==> config.mk <==
export PLATFORM = sky130hd
export DESIGN_NAME = rename_reg_file_flat
export DESIGN_NICKNAME = d
export VERILOG_FILES = /design/src/rtl/rename_reg_file_pkg.sv /design/src/rtl/rename_reg_file_if.sv /design/src/rtl/rename_reg_file_reg_read_port.sv /design/src/rtl/rename_reg_file.sv /design/src/flat_wrapper.sv
export SDC_FILE = /design/constraint.sdc
export NUM_CORES = 2
export LEC_CHECK = 0
export CAP_MARGIN = 10
export CORE_MARGIN = 3
export CORE_UTILIZATION = 50
export DETAILED_ROUTE_END_ITERATION = 7
export PLACE_DENSITY = 0.66
export RECOVER_POWER = 100
export SYNTH_ARGS = -nofsm -noshare
export SYNTH_HDL_FRONTEND = slang
export SYNTH_HIERARCHICAL = 1
export SYNTH_SLANG_ARGS = --single-unit
==> constraint.sdc <==
create_clock -name clk -period 4.2 [get_ports clk]
set_input_delay 0.84 -clock clk [delete_from_list [all_inputs] [get_ports clk]]
set_output_delay 0.84 -clock clk [all_outputs]
set_load 0.005 [all_outputs]
==> src/rtl/rename_reg_file_pkg.sv <==
// Shared bus widths and payload types for the rename register file.
// Contents: data/address/RSID widths, REG_ZERO, and the read-response payload struct.
package rename_reg_file_pkg;

    localparam int unsigned DATA_W     = 32;
    localparam int unsigned REG_ADDR_W = 5;
    localparam int unsigned NUM_REGS   = 32;
    localparam int unsigned RSID_BUS_W = 5;

    typedef logic [DATA_W-1:0]     data_bus_t;
    typedef logic [REG_ADDR_W-1:0] reg_addr_bus_t;
    typedef logic [RSID_BUS_W-1:0] rsid_bus_t;

    localparam reg_addr_bus_t REG_ZERO = 5'd0;

    // One read-port answer: either a committed value or a zero-extended RSID.
    typedef struct packed {
        logic      is_rsid;
        data_bus_t data;
    } rd_resp_t;

endpackage

==> src/rtl/rename_reg_file_if.sv <==
// Bus bundle between the ID stage / ROB (master) and the rename register file (slave).
// Carries two read ports, one destination allocation, one commit and a flush.
interface rename_reg_file_if #(
    parameter int unsigned RSID_WIDTH = 5
);
    import rename_reg_file_pkg::*;

    logic                  read_en_1;
    reg_addr_bus_t         read_addr_1;
    logic                  read_is_rsid_1;
    data_bus_t             read_data_1;
    logic                  read_en_2;
    reg_addr_bus_t         read_addr_2;
    logic                  read_is_rsid_2;
    data_bus_t             read_data_2;

    logic                  alloc_en;
    reg_addr_bus_t         alloc_addr;
    logic [RSID_WIDTH-1:0] alloc_rsid;

    logic                  commit_en;
    reg_addr_bus_t         commit_addr;
    logic [RSID_WIDTH-1:0] commit_rsid;
    data_bus_t             commit_data;

    logic                  flush;

    modport master (
        output read_en_1, read_addr_1, read_en_2, read_addr_2,
        output alloc_en, alloc_addr, alloc_rsid,
        output commit_en, commit_addr, commit_rsid, commit_data,
        output flush,
        input  read_is_rsid_1, read_data_1, read_is_rsid_2, read_data_2
    );

    modport slave (
        input  read_en_1, read_addr_1, read_en_2, read_addr_2,
        input  alloc_en, alloc_addr, alloc_rsid,
        input  commit_en, commit_addr, commit_rsid, commit_data,
        input  flush,
        output read_is_rsid_1, read_data_1, read_is_rsid_2, read_data_2
    );

endinterface

==> src/rtl/rename_reg_file_reg_read_port.sv <==
// reg_read_port: combinational lookup of one register entry, with optional
// same-cycle commit bypass (enabled by defining REGFILE_COMMIT_BYPASS_EN).
// Ports: i_rst (active-low, forces zero output), i_en/i_addr (request),
//        i_value/i_busy/i_tag (entry state), i_commit_* (commit bus),
//        o_resp (is_rsid + data).
module reg_read_port
    import rename_reg_file_pkg::*;
#(
    parameter int unsigned RSID_WIDTH = RSID_BUS_W
) (
    input  logic                  i_rst,
    input  logic                  i_en,
    input  reg_addr_bus_t         i_addr,
    input  data_bus_t             i_value [NUM_REGS],
    input  logic [NUM_REGS-1:0]   i_busy,
    input  logic [RSID_WIDTH-1:0] i_tag   [NUM_REGS],
    input  logic                  i_commit_en,
    input  reg_addr_bus_t         i_commit_addr,
    input  logic [RSID_WIDTH-1:0] i_commit_rsid,
    input  data_bus_t             i_commit_data,
    output rd_resp_t              o_resp
);

    logic w_bypass_hit;

`ifdef REGFILE_COMMIT_BYPASS_EN
    // The committing instruction is still the registered producer: forward its value.
    assign w_bypass_hit = i_commit_en && (i_commit_addr == i_addr) &&
                          (i_tag[i_addr] == i_commit_rsid);
`else
    assign w_bypass_hit = 1'b0;
    logic w_unused_commit;
    assign w_unused_commit = ^{i_commit_en, i_commit_addr, i_commit_rsid, i_commit_data};
`endif

    // Entry lookup; outputs held at zero while in reset or for $0 / disabled port.
    always_comb begin
        o_resp = '0;
        if (i_rst && i_en && (i_addr != REG_ZERO)) begin
            if (i_busy[i_addr] && !w_bypass_hit) begin
                o_resp.is_rsid = 1'b1;
                o_resp.data    = DATA_W'(i_tag[i_addr]);
            end else if (i_busy[i_addr]) begin
                o_resp.data    = i_commit_data;
            end else begin
                o_resp.data    = i_value[i_addr];
            end
        end
    end

endmodule

==> src/rtl/rename_reg_file.sv <==
// rename_reg_file: architectural register file with rename (busy/tag) status.
// Ports: clk, rst (synchronous, active-low), bus (rename_reg_file_if.slave):
//        two combinational read ports, ID allocation, ROB commit, flush.
// Config: REGFILE_COMMIT_BYPASS_EN forwards a same-cycle matching commit to reads.
module rename_reg_file
    import rename_reg_file_pkg::*;
#(
    parameter int unsigned RSID_WIDTH = RSID_BUS_W
) (
    input  logic              clk,
    input  logic              rst,
    rename_reg_file_if.slave  bus
);

    data_bus_t             r_value [NUM_REGS];
    logic [NUM_REGS-1:0]   r_busy;
    logic [RSID_WIDTH-1:0] r_tag   [NUM_REGS];

    rd_resp_t w_resp_1;
    rd_resp_t w_resp_2;

    // Entry state update; $0 is never written so it stays zero and idle.
    always_ff @(posedge clk) begin
        if (!rst) begin
            r_value <= '{default: '0};
            r_tag   <= '{default: '0};
            r_busy  <= '0;
        end else begin
            if (bus.commit_en && (bus.commit_addr != REG_ZERO)) begin
                r_value[bus.commit_addr] <= bus.commit_data;
                // Only the current producer may clear busy; a younger alloc keeps it.
                if (r_busy[bus.commit_addr] && (r_tag[bus.commit_addr] == bus.commit_rsid))
                    r_busy[bus.commit_addr] <= 1'b0;
            end
            // Placed after commit so a same-register alloc wins the busy bit.
            if (bus.alloc_en && !bus.flush && (bus.alloc_addr != REG_ZERO)) begin
                r_busy[bus.alloc_addr] <= 1'b1;
                r_tag[bus.alloc_addr]  <= bus.alloc_rsid;
            end
            if (bus.flush)
                r_busy <= '0;
        end
    end

    reg_read_port #(.RSID_WIDTH(RSID_WIDTH)) u_read_port_1 (
        .i_rst         (rst),
        .i_en          (bus.read_en_1),
        .i_addr        (bus.read_addr_1),
        .i_value       (r_value),
        .i_busy        (r_busy),
        .i_tag         (r_tag),
        .i_commit_en   (bus.commit_en),
        .i_commit_addr (bus.commit_addr),
        .i_commit_rsid (bus.commit_rsid),
        .i_commit_data (bus.commit_data),
        .o_resp        (w_resp_1)
    );

    reg_read_port #(.RSID_WIDTH(RSID_WIDTH)) u_read_port_2 (
        .i_rst         (rst),
        .i_en          (bus.read_en_2),
        .i_addr        (bus.read_addr_2),
        .i_value       (r_value),
        .i_busy        (r_busy),
        .i_tag         (r_tag),
        .i_commit_en   (bus.commit_en),
        .i_commit_addr (bus.commit_addr),
        .i_commit_rsid (bus.commit_rsid),
        .i_commit_data (bus.commit_data),
        .o_resp        (w_resp_2)
    );

    assign bus.read_is_rsid_1 = w_resp_1.is_rsid;
    assign bus.read_data_1    = w_resp_1.data;
    assign bus.read_is_rsid_2 = w_resp_2.is_rsid;
    assign bus.read_data_2    = w_resp_2.data;

endmodule

==> src/flat_wrapper.sv <==
// flat-port wrapper written by rule: the top's interface ports become plain ports
module rename_reg_file_flat import rename_reg_file_pkg::*;
#(
    parameter int unsigned RSID_WIDTH = RSID_BUS_W
)
  (clk, rst, bus_read_en_1, bus_read_addr_1, bus_read_en_2, bus_read_addr_2, bus_alloc_en, bus_alloc_addr, bus_alloc_rsid, bus_commit_en, bus_commit_addr, bus_commit_rsid, bus_commit_data, bus_flush, bus_read_is_rsid_1, bus_read_data_1, bus_read_is_rsid_2, bus_read_data_2);
  rename_reg_file_if #(.RSID_WIDTH(RSID_WIDTH)) bus_i ();
  input  logic clk;
  input  logic rst;
  input wire logic [$bits(bus_i.read_en_1)-1:0] bus_read_en_1;
  input wire logic [$bits(bus_i.read_addr_1)-1:0] bus_read_addr_1;
  input wire logic [$bits(bus_i.read_en_2)-1:0] bus_read_en_2;
  input wire logic [$bits(bus_i.read_addr_2)-1:0] bus_read_addr_2;
  input wire logic [$bits(bus_i.alloc_en)-1:0] bus_alloc_en;
  input wire logic [$bits(bus_i.alloc_addr)-1:0] bus_alloc_addr;
  input wire logic [$bits(bus_i.alloc_rsid)-1:0] bus_alloc_rsid;
  input wire logic [$bits(bus_i.commit_en)-1:0] bus_commit_en;
  input wire logic [$bits(bus_i.commit_addr)-1:0] bus_commit_addr;
  input wire logic [$bits(bus_i.commit_rsid)-1:0] bus_commit_rsid;
  input wire logic [$bits(bus_i.commit_data)-1:0] bus_commit_data;
  input wire logic [$bits(bus_i.flush)-1:0] bus_flush;
  output wire logic [$bits(bus_i.read_is_rsid_1)-1:0] bus_read_is_rsid_1;
  output wire logic [$bits(bus_i.read_data_1)-1:0] bus_read_data_1;
  output wire logic [$bits(bus_i.read_is_rsid_2)-1:0] bus_read_is_rsid_2;
  output wire logic [$bits(bus_i.read_data_2)-1:0] bus_read_data_2;
  assign bus_i.read_en_1 = bus_read_en_1;
  assign bus_i.read_addr_1 = bus_read_addr_1;
  assign bus_i.read_en_2 = bus_read_en_2;
  assign bus_i.read_addr_2 = bus_read_addr_2;
  assign bus_i.alloc_en = bus_alloc_en;
  assign bus_i.alloc_addr = bus_alloc_addr;
  assign bus_i.alloc_rsid = bus_alloc_rsid;
  assign bus_i.commit_en = bus_commit_en;
  assign bus_i.commit_addr = bus_commit_addr;
  assign bus_i.commit_rsid = bus_commit_rsid;
  assign bus_i.commit_data = bus_commit_data;
  assign bus_i.flush = bus_flush;
  assign bus_read_is_rsid_1 = bus_i.read_is_rsid_1;
  assign bus_read_data_1 = bus_i.read_data_1;
  assign bus_read_is_rsid_2 = bus_i.read_is_rsid_2;
  assign bus_read_data_2 = bus_i.read_data_2;
  rename_reg_file #(.RSID_WIDTH(RSID_WIDTH)) u_core (.clk(clk), .rst(rst), .bus(bus_i));
endmodule
# After elaboration in Yosys (flattened, before gate mapping)

Cells that the tools add are included.

Register bits after elaboration: 1,216
Bits of input ports: 69
Output and inout bits: 66

Magnitude comparators: 12
Equality and inequality tests: 1
Multiplexer cells: 41
Bitwise operators: 8
Reductions and logical operators: 18

Operators with widths:

| operator           | number |
|---|---|
| $bwmux 1024        | 1 |
| $mux 32            | 11 |
| $bmux 32 s5        | 2 |
| $bwmux 160         | 1 |
| $demux 32 s5       | 1 |
| $bmux 5 s5         | 3 |
| $mux 33            | 2 |
| $mux 5             | 7 |
| $and 32x32->32     | 1 |
| $not 32->32        | 1 |
| $or 32x32->32      | 1 |
| $demux 5 s5        | 1 |
| $ge 6x6->1 const B | 4 |
| $lt 5x6->1 const B | 4 |
| $not 5->6          | 4 |
| $reduce_bool 5->1  | 4 |
| $bmux 1 s5         | 3 |
| $logic_and 1x1->1  | 12 |
| $lt 6x1->1 const B | 2 |
| $demux 1 s5        | 2 |
| $ge 5x1->1 const B | 2 |
| $mux 1             | 7 |
| $eq 5x5->1         | 1 |
| $reduce_or 2->1    | 1 |
| 2 further kinds    | 2 |

# Depth between registers and ports, before layout

Depth in word-level cells: 11
Depth in mapped cells: 11
Gate-level depth less buffers: 7

# By module

Netlist, hierarchy kept.

By module, submodules not included:

| module          | instances | cells each | area each (um^2) |
|---|---|---|---|
| rename_reg_file | 1         | 5,412      | 46,768.6 |
| reg_read_port   | 2         | 693        | 9,793.1 |

# Least setup slack after synthesis

No wires, ideal clock.

Path type: input -> output
Start: in bus_read_addr_1[1]
End: out bus_read_data_1[27]
Arrival: 2.571 ns
Data required time: 3.360 ns
Slack: 0.789 ns
Cell stages on the path: 7
Path buffers: 3
Cells stage by stage: buf_2 buf_2 buf_1 mux4_2 mux4_2 mux2i_1 nor2_1

Longest elaborated chain between the ends: 6

RTL lines:

| item                                        | RTL line                            | RTL |
|---|---|---|
| from (decl)                                 | flat_wrapper.sv:11                  | `input wire logic [$bits(bus_i.read_addr_1)-1:0] bus_read_addr_1;` |
| $not 5->6 (not written as such)             | rename_reg_file_reg_read_port.sv:46 | `o_resp.data = i_value[i_addr];` |
| $bmux 32 s5                                 | rename_reg_file_reg_read_port.sv:46 |  |
| $mux 32 (not written as such) (2 in series) | rename_reg_file_reg_read_port.sv:46 |  |
| $mux 32                                     | rename_reg_file_reg_read_port.sv:40 | `if (i_busy[i_addr] && !w_bypass_hit) begin` |
| $mux 33 *                                   | rename_reg_file_reg_read_port.sv:39 | `if (i_rst && i_en && (i_addr != REG_ZERO)) begin` |
| to (decl)                                   | flat_wrapper.sv:23                  | `output wire logic [$bits(bus_i.read_data_1)-1:0] bus_read_data_1;` |

Mark *: on every way between the ends. The rest lies on a longest branch, timed or not. The select of a mux whose other input is x is not followed.

# Worst setup path in the final report

Start: in bus_read_addr_2[0]
End: out bus_read_data_2[0]

Longest elaborated chain between the ends: 6

RTL lines:

| item                                                                         | RTL line                                                                 | RTL |
|---|---|---|
| from (decl)                                                                  | flat_wrapper.sv:13                                                       | `input wire logic [$bits(bus_i.read_addr_2)-1:0] bus_read_addr_2;` |
| $not 5->6 (not written as such)                                              | rename_reg_file_reg_read_port.sv:42, rename_reg_file_reg_read_port.sv:46 |  |
| $bmux 32 s5 / $bmux 5 s5 (equally long branches)                             | rename_reg_file_reg_read_port.sv:46, rename_reg_file_reg_read_port.sv:42 |  |
| $mux 32 (not written as such) / $mux 5 (equally long branches) (2 in series) | rename_reg_file_reg_read_port.sv:46, rename_reg_file_reg_read_port.sv:42 |  |
| $mux 32                                                                      | rename_reg_file_reg_read_port.sv:40                                      |  |
| $mux 33 *                                                                    | rename_reg_file_reg_read_port.sv:39                                      |  |
| to (decl)                                                                    | flat_wrapper.sv:25                                                       | `output wire logic [$bits(bus_i.read_data_2)-1:0] bus_read_data_2;` |

Marks and branches as above.

==> impl_metrics.tcl <==
set metrics [dict create \
    fin_worst_skew_ns 0.0336 \
    nNetsFinal 6840 \
    hold_viol 0 \
    clock-sinks 1216 \
    io_buffers 134 \
    crit_slowest_cell "clkdlybuf4s50_1" \
    hold_ws_ns 0.383 \
    fin_ws_ns -0.114 \
    grt_pass1_vias 54531 \
    failed_checks "setup timing" \
    cts_root_buf "clkbuf_16" \
    max_slew_margin 0.174 \
    top_layer "met5" \
    synth_top_family_by_area "multiplexers" \
    cp.required_ns 3.36 \
    synthXorXnorAreaFrac 0.000660 \
    cts_max_level 4 \
    slowest_delay_ns 0.58 \
    irDropWorstVdd_v 0.000436 \
    synth_top_area_cell "dfxtp_1" \
    die_area_mm2 0.137 \
    clock.fmax_ghz 0.232 \
    dr.pass1.iters 6 \
    p_leak_nw 25.5 \
    drv_cap 0 \
    drt_iter0_markers 8550 \
    crit_fanout 17 \
    min_path_type "input port to register" \
    synthTopCellsByArea "dfxtp_1 37%, mux4_2 24%, nand2_1 12%, a21boi_0 11%, mux2i_1 4.8%" \
    rows 133 \
    endpoint_kind "output port" \
    ctsHoldBuffers 0 \
    wl_met1_mm 97.7 \
    ios 135 \
    ys_warn_count 6 \
    grt.total_usage 0.374 \
    grt_pass1_wl_mm 376 \
    finalSetupViolations 3 \
    synth-edff-count 0 \
    maxSlewViolCount 0 \
    ys_async_sr_fraction 0 \
    final_common_cell "nand2_1" \
    drc 0 \
    clkTransAtPathRegs_ns 0.06 \
    layout-drive-gt1-share 0.211 \
    crit_arrival_ns 3.47 \
    num_vias 57222 \
    met3_wirelength_mm 34.2 \
    clock_path_buffers 3 \
    start_kind "input port" \
    layout_min_cycle_time_ns 4.31 \
    synth_cell_type_count 59 \
    rsz0062_at_grt "true" \
    syn-instance-count 6798 \
    timing.final.crit_share 1.03 \
    coreArea_mm2 0.132 \
    synthFlopType "dfxtp_1" \
    status "complete, but fails checks" \
    synth-simple-area-share 0.159 \
    yosys_register_bits 1216 \
    drt-vias-per-instance 6.63 \
    fp.dieW_um 370 \
    synthAdderAreaFrac 0 \
    numCtsBuffers 136 \
    clock_latency_ns 0.80 \
    syn_nets 6867 \
    path_cells "buf_8 -> buf_16 -> buf_4 -> mux4_2 -> mux2i_1 -> o211ai_1 -> nand2_1 -> o2bb2ai_1 -> clkdlybuf4s50_1" \
    cts_tree "built" \
    wl_per_cell_um 30.5 \
    post-dp-hpwl_mm 154 \
    overflow 0 \
    start_util 0.504 \
    area_delta_synth_final_pct 15.8 \
    ys_seq_area_frac 0.367 \
    gp_congestion 0.956 \
    postRouteAntennaNets 0 \
    antenna_found_initial 14 \
    tightestPinTransition_ns 1.24 \
    syn_avg_cell_area_um2 9.76 \
    grt_max_degree 230 \
    drt_wl_total_mm 263 \
    synth-compound-area-share 0.140 \
    power.density_mw_per_mm2 352 \
    synth.area.mux_share 0.289 \
    path_class "input port to output port" \
    dieHeight_um 370 \
    syn_area_mm2 0.0664 \
    final_cell_mix "2163 x nand2_1, 1215 x dfxtp_1, 992 x a21boi_0" \
    tns_ns -0.147 \
    wl_met2_mm 113 \
    yosysTopAreaCellShare 0.367 \
    final_util 0.584 \
]
## repair_timing
item                       4_1_cts  5_1_grt
setup endpoints to repair       10       34
gates cloned                     0       10
pin swaps                        0        2
setup buffers                    2       23
gates resized for setup         18       55
## metrics by stage
step	worst slack, ns	total power (W)	std cells	area, um^2
2_1_floorplan	0.789	0.0133	6798	66400
3_3_place_gp	-0.496	0.0142	8348	71100
3_5_place_dp	-0.462	0.0142	8348	71100
4_1_cts	-0.0692	0.0269	8590	76000
5_1_grt	-0.0525	0.0276	8630	76800
6_report	-0.114	0.0270	8636	76900
## worst max-delay path: cells and delay by family
kind                   cells  cell delay (ns)
muxes                      2             0.34
buffers and inverters      4             1.24
AOI/OAI and AO/OA          2             0.78
and+or+nand+nor            1             0.23
## flip-flops by register name, summed over array words and instances, names as in the netlist
name            cells
u_core/r_busy      32
u_core/r_tag      160
u_core/r_value   1024
## kinds of logic (layout without fill, tap and decap cells)
kind of cell / Yosys count / in the layout
AND/OR/NAND/NOR: 2596 / 2596
buffers and inverters: 689 / 764
AO/OA/AOI/OAI: 1249 / 1249
flip-flops: 1216 / 1216
other: 0 / 8
multiplexers: 1043 / 1043
XOR/XNOR: 5 / 5
## Yosys cell counts, types with 14 or more instances
library cell  count
o21a_1           18
o22ai_1          31
mux2_2           29
a21oi_1          67
buf_4            32
buf_2            94
o21ai_0          25
nor2b_1         165
nand2_1        2195
buf_1            34
nand3_1          25
clkbuf_1        504
buf_6            18
a22oi_1          17
o41a_1           18
and2_1           40
nand2b_1         23
a21boi_0        992
dfxtp_1        1216
o311a_1          14
mux4_2          695
nor3_1           23
mux2i_1         319
nor2_1           80
## per-layer routing
metal  vias to the layer above  global-route usage
met5                         -                   0
met4                         8               0.220
met1                     28183               0.489
met3                       995               0.112
li1                      23963                   -
met2                      4073               0.548
## where the power goes
| part | switching [W] | total (W) | internal (W) | leakage [nW] |
|---|---|---|---|---|
| Combinational | 0.00146 | 0.00245 | 0.000981 | 13.3 |
| Clock | 0.00520 | 0.0129 | 0.00772 | 2.35 |
| Sequential | 0.0000592 | 0.0117 | 0.0116 | 9.80 |
| Total | 0.00672 | 0.0270 | 0.0203 | 25.5 |
## worst paths after layout
check | slack, ns | cells past startpoint | startpoint | endpoint
setup / recovery | -0.11 | 9 | bus_read_addr_2[0] | bus_read_data_2[0]
hold / removal | 0.38 | 2 | rst | u_core/r_value[928]
setup reg to reg | 1.62 | 8 | u_core/r_tag[123] | u_core/r_busy[21]
hold reg to reg | 0.48 | 2 | u_core/r_value[736] | u_core/r_value[736]
## area by class of cell
cell class	instances	area (um^2)
tap	1755	2200
multi-input combinational	4893	39500
fill	10795	54800
timing repair buffer	517	5980
clock inverter	53	772
clock buffer	187	4000
sequential	1216	24300
inverter	7	36.3
antenna	8	20.0
Power figures use the tool's default switching activity.
